### src/rtl/lsu_seq_if.sv
// Data-memory bus between the load/store sequencer (master) and memory (slave).
// One request in flight; loads return a whole 8-byte word on bus_rvalid.
interface lsu_seq_if #(
  parameter int XLEN = 64
);
  logic            bus_valid;
  logic            bus_ready;
  logic            bus_wen;
  logic [XLEN-1:0] bus_addr;
  logic [7:0]      bus_wmask;
  logic [XLEN-1:0] bus_wdata;
  logic            bus_rvalid;
  logic [XLEN-1:0] bus_rdata;

  modport master (
    output bus_valid, bus_wen, bus_addr, bus_wmask, bus_wdata,
    input  bus_ready, bus_rvalid, bus_rdata
  );

  modport slave (
    input  bus_valid, bus_wen, bus_addr, bus_wmask, bus_wdata,
    output bus_ready, bus_rvalid, bus_rdata
  );
endinterface

### src/rtl/lsu_seq.sv
// Multi-cycle load/store sequencer: one op at a time, core stalled until done,
// store data/mask aligned to the 8-byte bus word, load data extracted and extended.
module lsu_seq #(
  parameter int XLEN    = 64,
  parameter int TIMEOUT = 255
) (
  input  logic            clk,
  input  logic            rst_n,
  input  logic            i_core_req,
  input  logic            i_core_we,
  input  logic [7:0]      i_core_wmask,
  input  logic [XLEN-1:0] i_core_addr,
  input  logic [XLEN-1:0] i_core_wdata,
  input  logic [3:0]      i_core_ext,
  output logic            o_stall,
  output logic            o_done,
  output logic            o_err,
  output logic [XLEN-1:0] o_ld_data,
  lsu_seq_if.master       bus
);

  typedef enum logic [2:0] {S_IDLE, S_ADDR, S_WAIT, S_DONE, S_ERR} state_e;

  state_e          r_state, w_state_nxt;
  logic [7:0]      r_cnt, w_cnt_inc;
  logic            r_we;
  logic [2:0]      r_off;
  logic [3:0]      r_ext;
  logic            r_wen;
  logic [XLEN-1:0] r_addr, r_wdata, r_ld_data;
  logic [7:0]      r_wmask;

  logic            w_accept, w_hs, w_tmo, w_capture;
  logic [7:0]      w_wmask_al;
  logic [XLEN-1:0] w_wdata_al, w_rshift, w_ld_ext;

  assign w_accept  = (r_state == S_IDLE) && i_core_req;
  assign w_hs      = (r_state == S_ADDR) && bus.bus_ready;
  assign w_cnt_inc = (r_cnt == 8'hFF) ? r_cnt : r_cnt + 8'd1;
  // A completion seen in the same cycle the budget runs out still wins.
  assign w_tmo     = (w_cnt_inc == 8'(TIMEOUT));
  assign w_capture = bus.bus_rvalid && !r_we && (w_hs || (r_state == S_WAIT));

  // Mask bits shifted past byte 7 fall off the 8-bit result.
  assign w_wmask_al = i_core_wmask << i_core_addr[2:0];
  assign w_wdata_al = i_core_wdata << {i_core_addr[2:0], 3'b000};
  assign w_rshift   = bus.bus_rdata >> {r_off, 3'b000};

  always_comb begin
    w_ld_ext = w_rshift;
    case (r_ext)
      4'd1:    w_ld_ext = {{(XLEN-32){w_rshift[31]}}, w_rshift[31:0]};
      4'd2:    w_ld_ext = {{(XLEN-32){1'b0}}, w_rshift[31:0]};
      default: w_ld_ext = w_rshift;
    endcase
  end

  always_ff @(posedge clk) begin
    if (!rst_n) r_state <= S_IDLE;
    else        r_state <= w_state_nxt;
  end

  always_comb begin
    w_state_nxt = r_state;
    case (r_state)
      S_IDLE: if (i_core_req) w_state_nxt = S_ADDR;
      S_ADDR: begin
        if (w_hs)       w_state_nxt = (!r_we && !bus.bus_rvalid) ? S_WAIT : S_DONE;
        else if (w_tmo) w_state_nxt = S_ERR;
      end
      S_WAIT: begin
        if (bus.bus_rvalid) w_state_nxt = S_DONE;
        else if (w_tmo)     w_state_nxt = S_ERR;
      end
      S_DONE:  w_state_nxt = S_IDLE;
      S_ERR:   w_state_nxt = S_IDLE;
      default: w_state_nxt = S_IDLE;
    endcase
  end

  always_comb begin
    o_stall       = w_accept || (r_state == S_ADDR) || (r_state == S_WAIT);
    o_done        = (r_state == S_DONE) || (r_state == S_ERR);
    o_err         = (r_state == S_ERR);
    bus.bus_valid = (r_state == S_ADDR);
  end

  always_ff @(posedge clk) begin
    if (!rst_n) begin
      r_cnt     <= '0;
      r_we      <= 1'b0;
      r_off     <= '0;
      r_ext     <= '0;
      r_wen     <= 1'b0;
      r_addr    <= '0;
      r_wmask   <= '0;
      r_wdata   <= '0;
      r_ld_data <= '0;
    end else begin
      if ((r_state == S_ADDR) || (r_state == S_WAIT)) r_cnt <= w_cnt_inc;
      else                                            r_cnt <= '0;
      if (w_accept) begin
        r_we    <= i_core_we;
        r_off   <= i_core_addr[2:0];
        r_ext   <= i_core_ext;
        r_wen   <= i_core_we;
        r_addr  <= {i_core_addr[XLEN-1:3], 3'b000};
        r_wmask <= w_wmask_al;
        r_wdata <= w_wdata_al;
      end
      if (w_capture)                r_ld_data <= w_ld_ext;
      else if (w_state_nxt == S_ERR) r_ld_data <= '0;
    end
  end

  assign bus.bus_wen   = r_wen;
  assign bus.bus_addr  = r_addr;
  assign bus.bus_wmask = r_wmask;
  assign bus.bus_wdata = r_wdata;
  assign o_ld_data     = r_ld_data;

endmodule
### src/flat_wrapper.sv
// flat-port wrapper written by rule: the top's interface ports become plain ports
module lsu_seq_flat 
#(
  parameter int XLEN    = 64,
  parameter int TIMEOUT = 255
)
  (clk, rst_n, i_core_req, i_core_we, i_core_wmask, i_core_addr, i_core_wdata, i_core_ext, o_stall, o_done, o_err, o_ld_data, bus_bus_valid, bus_bus_wen, bus_bus_addr, bus_bus_wmask, bus_bus_wdata, bus_bus_ready, bus_bus_rvalid, bus_bus_rdata);
  lsu_seq_if #(.XLEN(XLEN)) bus_i ();
  input  logic clk;
  input  logic rst_n;
  input  logic i_core_req;
  input  logic i_core_we;
  input  logic [7:0] i_core_wmask;
  input  logic [XLEN-1:0] i_core_addr;
  input  logic [XLEN-1:0] i_core_wdata;
  input  logic [3:0] i_core_ext;
  output logic o_stall;
  output logic o_done;
  output logic o_err;
  output logic [XLEN-1:0] o_ld_data;
  output wire logic [$bits(bus_i.bus_valid)-1:0] bus_bus_valid;
  output wire logic [$bits(bus_i.bus_wen)-1:0] bus_bus_wen;
  output wire logic [$bits(bus_i.bus_addr)-1:0] bus_bus_addr;
  output wire logic [$bits(bus_i.bus_wmask)-1:0] bus_bus_wmask;
  output wire logic [$bits(bus_i.bus_wdata)-1:0] bus_bus_wdata;
  input wire logic [$bits(bus_i.bus_ready)-1:0] bus_bus_ready;
  input wire logic [$bits(bus_i.bus_rvalid)-1:0] bus_bus_rvalid;
  input wire logic [$bits(bus_i.bus_rdata)-1:0] bus_bus_rdata;
  assign bus_bus_valid = bus_i.bus_valid;
  assign bus_bus_wen = bus_i.bus_wen;
  assign bus_bus_addr = bus_i.bus_addr;
  assign bus_bus_wmask = bus_i.bus_wmask;
  assign bus_bus_wdata = bus_i.bus_wdata;
  assign bus_i.bus_ready = bus_bus_ready;
  assign bus_i.bus_rvalid = bus_bus_rvalid;
  assign bus_i.bus_rdata = bus_bus_rdata;
  lsu_seq #(.XLEN(XLEN), .TIMEOUT(TIMEOUT)) u_core (.clk(clk), .rst_n(rst_n), .i_core_req(i_core_req), .i_core_we(i_core_we), .i_core_wmask(i_core_wmask), .i_core_addr(i_core_addr), .i_core_wdata(i_core_wdata), .i_core_ext(i_core_ext), .o_stall(o_stall), .o_done(o_done), .o_err(o_err), .o_ld_data(o_ld_data), .bus(bus_i));
endmodule
### config.mk
export PLATFORM = sky130hd
export DESIGN_NAME = lsu_seq_flat
export DESIGN_NICKNAME = d
export VERILOG_FILES = /design/src/rtl/lsu_seq_if.sv /design/src/rtl/lsu_seq.sv /design/src/flat_wrapper.sv
export SDC_FILE = /design/constraint.sdc
export NUM_CORES = 1
export LEC_CHECK = 0
export BUFFER_PORTS_ARGS = -buffer_cell sky130_fd_sc_hd__buf_2
export CAP_MARGIN = 20
export CELL_PAD_IN_SITES_DETAIL_PLACEMENT = 1
export CELL_PAD_IN_SITES_GLOBAL_PLACEMENT = 2
export CORE_ASPECT_RATIO = 0.75
export CORE_MARGIN = 3
export CORE_UTILIZATION = 25
export DETAILED_ROUTE_END_ITERATION = 12
export PLACE_DENSITY = 0.85
export SLEW_MARGIN = 15
export SYNTH_ARGS = -nofsm -noshare
export SYNTH_HDL_FRONTEND = slang
export SYNTH_SLANG_ARGS = --single-unit
### constraint.sdc
create_clock -name clk -period 4.1 [get_ports clk]
set_input_delay 0.41 -clock clk [delete_from_list [all_inputs] [get_ports clk]]
set_output_delay 0.41 -clock clk [all_outputs]
set_load 0.02 [all_outputs]
==> flow_metrics.py, run 1 <==
metrics = {
    "setup_path": {
        "reg2reg_from": "u_core.r_cnt[0]",
        "cp.required_ns": 4.55,
        "cp-startpoint": "u_core.r_cnt[0]",
        "crit_chain": "ha_1, and2_1, a311oi_1, o221ai_2, o21a_2, buf_4, o2bb2ai_1",
        "worstPathArrival_ns": 3.17,
        "critical_path_class": "reg2reg",
        "reg2reg_depth": 7,
        "worstSetupPathDepth": 7,
        "critical_path_buf_inv_count": 1,
        "slowest_delay_ns": 0.51,
        "crit_family": "compound AO/OA/AOI/OAI gates",
        "crit_path_end_kind": "flip-flop",
        "worstPathMaxFanout": 38,
        "crit_slowest_cell": "o21a_2",
        "start_kind": "flip-flop",
    },
    "die": {
        "dieArea_sq_mm": 0.0464,
        "core_sq_mm": 0.0427,
        "start_util": 0.257,
        "fp.dieW_um": 248,
        "rows": 65,
        "ioPinCount": 415,
        "die_h_um": 187,
    },
    "power": {
        "p_leak_nw": 6.38,
        "peakVddDrop_mv": 0.304,
        "power_density_mw_per_mm2": 431,
        "design_power_total_w": 0.00619,
    },
    "drt": {
        "first_pass_iters": 5,
        "drtIter0Drc": 1032,
        "final_antenna_net_count": 0,
        "drc_errors": 0,
        "post_drt_wl_per_cell_um": 22.0,
        "vias_per_cell": 5.14,
        "drt-total-wl_um": 47700,
        "vias": 11100,
    },
    "yosys": {
        "yosysSeqAreaShare": 0.395,
        "synth_seq_cells": 216,
        "synth_flop_cell": "dfxtp_1",
        "syn_area_per_cell_sq_um": 8.90,
        "synth_cells": 1231,
        "synth_cell_types": 56,
        "synth_edf_count": 0,
        "async_flop_share": 0,
        "syn_area_sq_mm": 0.0110,
        "yosysWarnings": 0,
    },
    "placement": {
        "gp_congestion": 0.939,
        "port_buffers": 411,
        "dp_hpwl_um": 35800,
    },
    "hold_path": {
        "min_path_cells": 3,
        "hold_class": "in2reg",
        "hp-start": "i_core_addr[4]",
    },
    "global_route": {
        "grt_use_met2": 0.286,
        "gr-usage-met3": 0.0543,
        "antenna_found_initial": 7,
        "grt_max_degree": 104,
        "gr-max-usage-layer": "met2",
        "grt-ovfl-total": 0,
        "use_met1": 0.282,
        "grt_pass1_wl_um": 70800,
        "grt_pass1_vias": 11100,
        "grt_usage": 0.196,
    },
    "sta": {
        "slew_violations": 0,
        "fmax_mhz": 368,
        "min_period_ns": 2.72,
        "rsz0062_at_grt": "false",
        "fin_skew_ns": 0.0179,
        "worstMarginPinSlew_ns": 1.09,
        "hold_viol_final": 0,
        "timing.slew.headroom": 0.273,
        "tns_ns": 0,
        "setup_violations": 0,
        "period_share": 0.663,
    },
    "clock_network": {
        "clk_pin_slew_ns": 0.07,
        "ctsResizeCount": 0,
        "postCtsSetupBuffers": 0,
        "cts_buffers": 27,
        "cts.sinks": 216,
        "cts_root_buf": "clkbuf_16",
        "cts_tree": "done",
        "cts_hold_buf": 0,
        "clk_path_buf_depth": 3,
        "clk_latency_ns": 0.55,
        "htree_num_levels": 1,
    },
    "final_layout": {
        "finalNetCount": 1783,
        "syn2layout_area_growth_pct": 31.0,
        "fillers": 5121,
        "drive_above_1_share": 0.348,
    },
    "run": {
        "maxCapViolations": 0,
    },
    "status": {
        "status": "finished, final reports clean",
    },
}
==> through the flow <==
| step | std cells | utilization | area, sq um | worst slack, ns | hold WS, ns |
|---|---|---|---|---|---|
| 6_report | 2165 | 0.336 | 14400 | 1.38 | 0.102 |
| 5_1_grt | 2165 | 0.336 | 14400 | 1.15 | 0.0790 |
| 4_1_cts | 2160 | 0.336 | 14300 | 1.42 | 0.0639 |
| 3_5_place_dp | 2112 | 0.313 | 13400 | 1.44 | 0.446 |
| 3_3_place_gp | 2112 | 0.313 | 13400 | 1.46 | 0.434 |
| 2_1_floorplan | 1233 | - | 11000 | 2.02 | 0.445 |
==> report_power, final <==
group	internal (W)	switching (W)
combinational	0.000471	0.000807
clock	0.00161	0.000980
sequential	0.00222	0.0000963
==> worst min-delay path: cells and delay by family <==
kind	cells	cell delay (ns)
buf+inv	1	0.09
simple gates	1	0.05
compound gates	1	0.05
==> synth_stat cells (5+ instances only) <==
cell type    n  share of area
buf_1       11         0.0038
buf_2       25          0.011
nand2_1    199          0.068
and2_1      11         0.0063
mux4_2      37          0.076
buf_4        6         0.0041
clkbuf_1    71          0.024
o211a_1      9         0.0082
dfxtp_1    216           0.39
mux2_2      10          0.010
buf_6        5         0.0051
a31oi_1     10         0.0057
a211oi_1    54          0.037
o221ai_1     9         0.0072
o21ai_0     37          0.017
nand2b_1     7         0.0040
a22oi_1     36          0.025
a22o_1      40          0.032
a21bo_2     16          0.015
nor2b_1     29          0.017
nor2_1      90          0.031
nor3_1      18         0.0082
a21oi_1    127          0.058
nor4_1       9         0.0051
mux2i_1     81          0.074
o2bb2ai_1   23          0.018
==> worst paths after layout <==
kind / end / slack, ns
max: u_core.o_ld_data[14] / 1.38
min: u_core.bus.bus_addr[4] / 0.10
max reg2reg: u_core.o_ld_data[14] / 1.38
min reg2reg: u_core.bus.bus_addr[17] / 0.45
==> flip-flops by register name, summed over array words and instances, names as in the netlist <==
register / count
u_core.r_off: 3
u_core.r_ext: 4
u_core.bus.bus_wen: 1
u_core.r_state: 3
u_core.r_cnt: 8
u_core.bus.bus_wdata: 64
u_core.bus.bus_addr: 61
u_core.o_ld_data: 64
u_core.bus.bus_wmask: 8
==> layout by cell type, fill, tap and decap left out, drive strengths merged, types with 36 or more instances in the layout <==
master and instances:
clkbuf 37, a211oi 54, nand2 199, nor2 90, mux2i 81, mux4 37
o21ai 37, a22o 40, a22oi 36, a21oi 128, dfxtp 216, buf 428
==> cell type report <==
| type | count | area (sq um) | share of cell area |
|---|---|---|---|
| multi-input cells | 894 | 6100 | 0.425 |
| flip-flops and latches | 216 | 4330 | 0.302 |
| repair buffers | 428 | 2210 | 0.154 |
| clock buffers | 37 | 805 | 0.0561 |
| well taps | 569 | 712 | 0.0496 |
| clock inverters | 11 | 159 | 0.0111 |
| inverters | 5 | 21.3 | 0.00148 |
| diodes | 5 | 12.5 | 0.000872 |
==> routing by layer <==
metal,vias to the layer above,wire length [um]
met5,-,21
met4,4,1280
met3,82,4200
met2,467,20600
met1,5408,21700
li1,5161,-
==> kinds of logic (layout without fill, tap and decap cells) <==
family | count (synthesis) | in the layout | synth area share
AO/OA/AOI/OAI | 379 | 379 | 0.239
XOR/XNOR | 2 | 2 | 0.00160
adder cells (fa/ha/maj) | 1 | 1 | 0.00114
multiplexers | 128 | 128 | 0.160
AND/OR/NAND/NOR | 381 | 381 | 0.152
flip-flops | 216 | 216 | 0.395
buffers and inverters | 123 | 481 | 0.0505
other | 1 | 8 | 0.000342
Note: power is estimated with default switching activity, not from simulation.
==> run 2: changes to the inputs <==
Settings changed: PLACE_DENSITY 0.85 to 0.87.
Clock period 4.1 ns to 2.4 ns, I/O delays scaled along.
==> flow_metrics.py, run 2 (synthesized netlist as in run 1, its figures left out) <==
metrics = {
    "status": {
        "status": "finished, final reports clean",
    },
    "clock_network": {
        "cts_root_buf": "clkbuf_16",
        "cts.sinks": 216,
        "clk_pin_slew_ns": 0.06,
        "cts_tree": "done",
        "cts_buffers": 25,
        "htree_num_levels": 1,
        "clk_path_buf_depth": 3,
        "clk_latency_ns": 0.54,
        "postCtsSetupBuffers": 0,
    },
    "sta": {
        "slew_violations": 0,
        "fin_skew_ns": 0.0128,
        "fin_hold_ws_ns": 0.0361,
        "period_share": 0.953,
        "fmax_mhz": 437,
        "min_period_ns": 2.29,
        "rsz0062_at_grt": "false",
        "timing.slew.headroom": 0.425,
        "worstMarginPinSlew_ns": 0.853,
        "tns_ns": 0,
        "setup_violations": 0,
        "hold_viol_final": 0,
    },
    "setup_path": {
        "crit_slowest_cell": "a2111oi_4",
        "slowest_delay_ns": 0.42,
        "start_kind": "flip-flop",
        "worstPathArrival_ns": 2.72,
        "worstPathMaxFanout": 64,
        "cp.required_ns": 2.84,
        "critical_path_class": "reg2reg",
        "crit_chain": "ha_1, and2_1, a2111oi_4, o221ai_2, o21a_2, buf_12, a22o_1",
        "crit_path_end_kind": "flip-flop",
    },
    "placement": {
        "dpl.cell_count": 2143,
        "gp_congestion": 0.912,
        "dp_hpwl_um": 35800,
        "port_buffers": 411,
    },
    "global_route": {
        "grt_max_degree": 65,
        "grt_pass1_wl_um": 73400,
        "grt-ovfl-total": 0,
        "grt_usage": 0.203,
        "grt_pass1_vias": 12100,
        "antenna_found_initial": 4,
    },
    "power": {
        "peakVddDrop_mv": 0.448,
        "p_leak_nw": 6.80,
        "power_density_mw_per_mm2": 694,
    },
    "drt": {
        "drt-total-wl_um": 49000,
        "final_antenna_net_count": 0,
        "post_drt_wl_per_cell_um": 21.7,
        "drc_errors": 0,
        "first_pass_iters": 5,
        "vias": 11600,
        "vias_per_cell": 5.12,
        "drtIter0Drc": 840,
    },
    "final_layout": {
        "layout_commonest_cell": "buf_2",
        "syn2layout_area_growth_pct": 39.6,
        "drive_above_1_share": 0.346,
        "finalNetCount": 1879,
        "fin_cells": 2260,
        "final_cell_mix": "buf_2, dfxtp_1, nand2_1, a21oi_1, nor2_1",
        "fillers": 5004,
    },
    "run": {
        "maxCapViolations": 0,
    },
    "die": {
        "die_h_um": 187,
        "rows": 65,
        "start_util": 0.257,
        "fp.dieW_um": 248,
        "ioPinCount": 415,
        "dieArea_sq_mm": 0.0464,
        "core_sq_mm": 0.0427,
    },
    "hold_path": {
        "hold_class": "in2reg",
    },
}
[run 2: cell count changes in the layout (fill, tap and decap cells not counted), sizes merged]
cell         delta
bufinv          +1
buf            +31
inv             +1
diode           -1
clkinvlp        +5
clkinv          -3
dlygate4sd3    +67
clkbuf          -6
[run 2: worst max-delay path: cells and delay by family, from the launching register on]
family | cells | cell delay, ns
fa+ha+maj | 1 | 0.25
simple gates | 1 | 0.23
flops | 1 | 0.35
buf+inv | 1 | 0.20
compound gates | 4 | 1.12
[run 2: through the flow]
stage | total power (W) | instance area (sq um) | worst slack [ns] | utilization
6_report | 0.0106 | 15300 | 0.113 | 0.358
5_1_grt | 0.0111 | 15300 | 0.0196 | 0.358
4_1_cts | 0.0107 | 15300 | 0.145 | 0.358
3_5_place_dp | 0.00626 | 13700 | 0.159 | 0.320
3_3_place_gp | 0.00622 | 13700 | 0.218 | 0.320
2_1_floorplan | 0.00532 | 11000 | 0.323 | -
[run 2: timing repair]
| action | in CTS | in global routing |
|---|---|---|
| hold buffers | 67 | 0 |
| endpoints found under the setup margin | 0 | 9 |
| endpoints found under the hold margin | 66 | 0 |
| gates resized for setup | 0 | 1 |
[run 2: metal layers]
layer / track usage / part of all wire / vias to the layer above
met1: 0.280 / 0.45 / 5703
met4: 0.0559 / 0.029 / 0
met2: 0.321 / 0.45 / 426
met3: 0.0398 / 0.068 / 78
li1: - / - / 5365
met5: 0 / 0 / -
[run 2: path summary, 6_finish.rpt]
kind / start / to / slack [ns] / cells after the start
min: i_core_addr[6] / u_core.bus.bus_addr[6] / 0.04 / 3
max: u_core.r_cnt[1] / u_core.o_ld_data[18] / 0.11 / 7
min reg2reg: u_core.bus.bus_addr[56] / u_core.bus.bus_addr[56] / 0.45 / 2
max reg2reg: u_core.r_cnt[1] / u_core.o_ld_data[18] / 0.11 / 7
[run 2: area by class of cell]
type	instances	area [sq um]	share of cell area
diodes	4	10.0	0.000654
repair buffers	526	3190	0.209
clock inverters	15	216	0.0142
clock buffers	31	709	0.0464
multi-input cells	894	6110	0.399
inverters	5	21.3	0.00139
flip-flops and latches	216	4330	0.283
well taps	569	712	0.0465
[run 2: power breakdown]
| part | internal [W] | switching (W) | leakage [nW] | total, W |
|---|---|---|---|---|
| combinational | 0.000936 | 0.00144 | 4.59 | 0.00238 |
| clock | 0.00264 | 0.00167 | 0.442 | 0.00431 |
| sequential | 0.00379 | 0.000142 | 1.76 | 0.00393 |
| total | 0.00737 | 0.00325 | 6.80 | 0.0106 |
==> run 3: changes to the inputs <==
Settings changed: PLACE_DENSITY 0.87 to 0.85, SLEW_MARGIN 15 to 30.
Clock period 2.4 ns to 2.51 ns, I/O delays scaled along.
==> flow_metrics.py, run 3 (synthesized netlist as in run 1, its figures left out) <==
metrics = {
    "clock_network": {
        "cts_buffers": 25,
        "cts_tree": "done",
        "clk_latency_ns": 0.54,
        "htree_num_levels": 1,
        "postCtsSetupBuffers": 0,
        "cts.sinks": 216,
        "cts_root_buf": "clkbuf_16",
        "clk_path_buf_depth": 3,
        "clk_pin_slew_ns": 0.06,
    },
    "placement": {
        "dpl.cell_count": 2133,
        "dpl_worst_slack_ns": 0.197,
        "port_buffers": 411,
        "dp_hpwl_um": 36200,
        "gp_congestion": 0.908,
        "placed_area_sq_mm": 0.0136,
    },
    "sta": {
        "period_share": 0.942,
        "slew_violations": 0,
        "setup_ws_ns": 0.146,
        "fin_skew_ns": 0.0154,
        "fin_hold_ws_ns": 0.0354,
        "hold_viol_final": 0,
        "worstMarginPinSlew_ns": 0.867,
        "fmax_mhz": 423,
        "tns_ns": 0,
        "min_period_ns": 2.36,
        "rsz0062_at_grt": "true",
        "setup_violations": 0,
        "timing.slew.headroom": 0.421,
    },
    "setup_path": {
        "start_kind": "flip-flop",
        "worstPathMaxFanout": 64,
        "slowest_delay_ns": 0.41,
        "critical_path_buf_inv_count": 1,
        "cp.required_ns": 2.94,
        "critical_path_class": "reg2reg",
        "crit_path_end_kind": "flip-flop",
        "crit_family": "compound AO/OA/AOI/OAI gates",
        "worstPathArrival_ns": 2.79,
        "crit_chain": "ha_1, and2_1, a2111oi_4, o221ai_2, o21a_2, buf_12, a22o_1",
        "crit_slowest_cell": "a2111oi_4",
    },
    "drt": {
        "vias_per_cell": 5.14,
        "drt-total-wl_um": 48800,
        "vias": 11500,
        "final_antenna_net_count": 0,
        "drtIter0Drc": 744,
        "drc_errors": 0,
        "first_pass_iters": 5,
        "post_drt_wl_per_cell_um": 21.8,
    },
    "die": {
        "ioPinCount": 415,
        "dieArea_sq_mm": 0.0464,
        "start_util": 0.257,
        "fp.dieW_um": 248,
        "rows": 65,
        "core_sq_mm": 0.0427,
        "die_h_um": 187,
    },
    "final_layout": {
        "fin_cells": 2241,
        "drive_above_1_share": 0.342,
        "finalNetCount": 1867,
        "final_cell_mix": "buf_2, dfxtp_1, nand2_1, a21oi_1, nor2_1",
        "stdcell_area_sq_mm": 0.0152,
        "syn2layout_area_growth_pct": 38.3,
        "layout_commonest_cell": "buf_2",
    },
    "power": {
        "switching_share": 0.309,
        "peakVddDrop_mv": 0.469,
        "intPower_w": 0.00688,
        "combPwrFrac": 0.227,
        "p_leak_nw": 6.72,
        "p_sw_w": 0.00308,
        "power_frac_clock": 0.395,
        "seqPwrFrac": 0.377,
        "power_density_mw_per_mm2": 657,
    },
    "global_route": {
        "grt_pass1_wl_um": 73300,
        "antenna_found_initial": 1,
        "grt_max_degree": 95,
        "grt_usage": 0.203,
        "grt_pass1_vias": 11900,
        "grt-ovfl-total": 0,
    },
    "run": {
        "maxCapViolations": 0,
    },
    "hold_path": {
        "hold_class": "in2reg",
    },
    "status": {
        "status": "finished, final reports clean",
    },
}
-- run 3: per-layer routing --
layer,share of wire,vias up,wire (um),global-route usage
met1,0.46,5684,22200,0.279
met2,0.44,433,21300,0.310
met3,0.084,77,4120,0.0606
met5,0,-,0,0
li1,-,5334,-,-
met4,0.025,0,1210,0.0502
-- run 3: final cells by class --
cell class | instances | area [sq um]
Fill cell | 5051 | 27500
Multi-Input combinational cell | 894 | 6110
Clock inverter | 12 | 170
Sequential cell | 216 | 4330
Inverter | 5 | 21.3
Antenna cell | 1 | 2.50
Tap cell | 569 | 712
Timing Repair Buffer | 514 | 3110
Clock buffer | 30 | 694
-- run 3: worst register-to-register path: stages (launching register included) --
cell and delay (ns):
dfxtp_1 0.39, ha_1 0.29, and2_1 0.22, a2111oi_4 0.41, o221ai_2 0.18, o21a_2 0.25, buf_12 0.19, a22o_1 0.33
-- run 3: worst paths after layout --
kind / from / end / slack (ns) / depth (start not counted)
setup / recovery: u_core.r_cnt[0] / u_core.o_ld_data[23] / 0.15 / 7
hold reg to reg: u_core.bus.bus_addr[31] / u_core.bus.bus_addr[31] / 0.45 / 2
hold / removal: bus_bus_rvalid / u_core.r_state[1] / 0.04 / 3
setup reg to reg: u_core.r_cnt[0] / u_core.o_ld_data[23] / 0.15 / 7
-- run 3: power by group through the flow --
stage | combinational (W) | sequential, W | clock, W
6_report | 0.00226 | 0.00376 | 0.00394
3_3_place_gp | 0.00212 | 0.00382 | 0
3_5_place_dp | 0.00215 | 0.00383 | 0
4_1_cts | 0.00224 | 0.00376 | 0.00407
2_1_floorplan | 0.00107 | 0.00402 | 0
5_1_grt | 0.00244 | 0.00378 | 0.00421
-- run 3: per-stage QoR --
step | utilization | total power [W]
3_5_place_dp | 0.319 | 0.00598
4_1_cts | 0.355 | 0.0101
5_1_grt | 0.355 | 0.0104
6_report | 0.355 | 0.00996
2_1_floorplan | - | 0.00509
3_3_place_gp | 0.319 | 0.00594
-- run 3: repair_timing --
item                                    4_1_cts  5_1_grt
gates resized for setup                       0        2
hold buffers                                 65        0
endpoints found under the setup margin        0       11
endpoints found under the hold margin        65        0
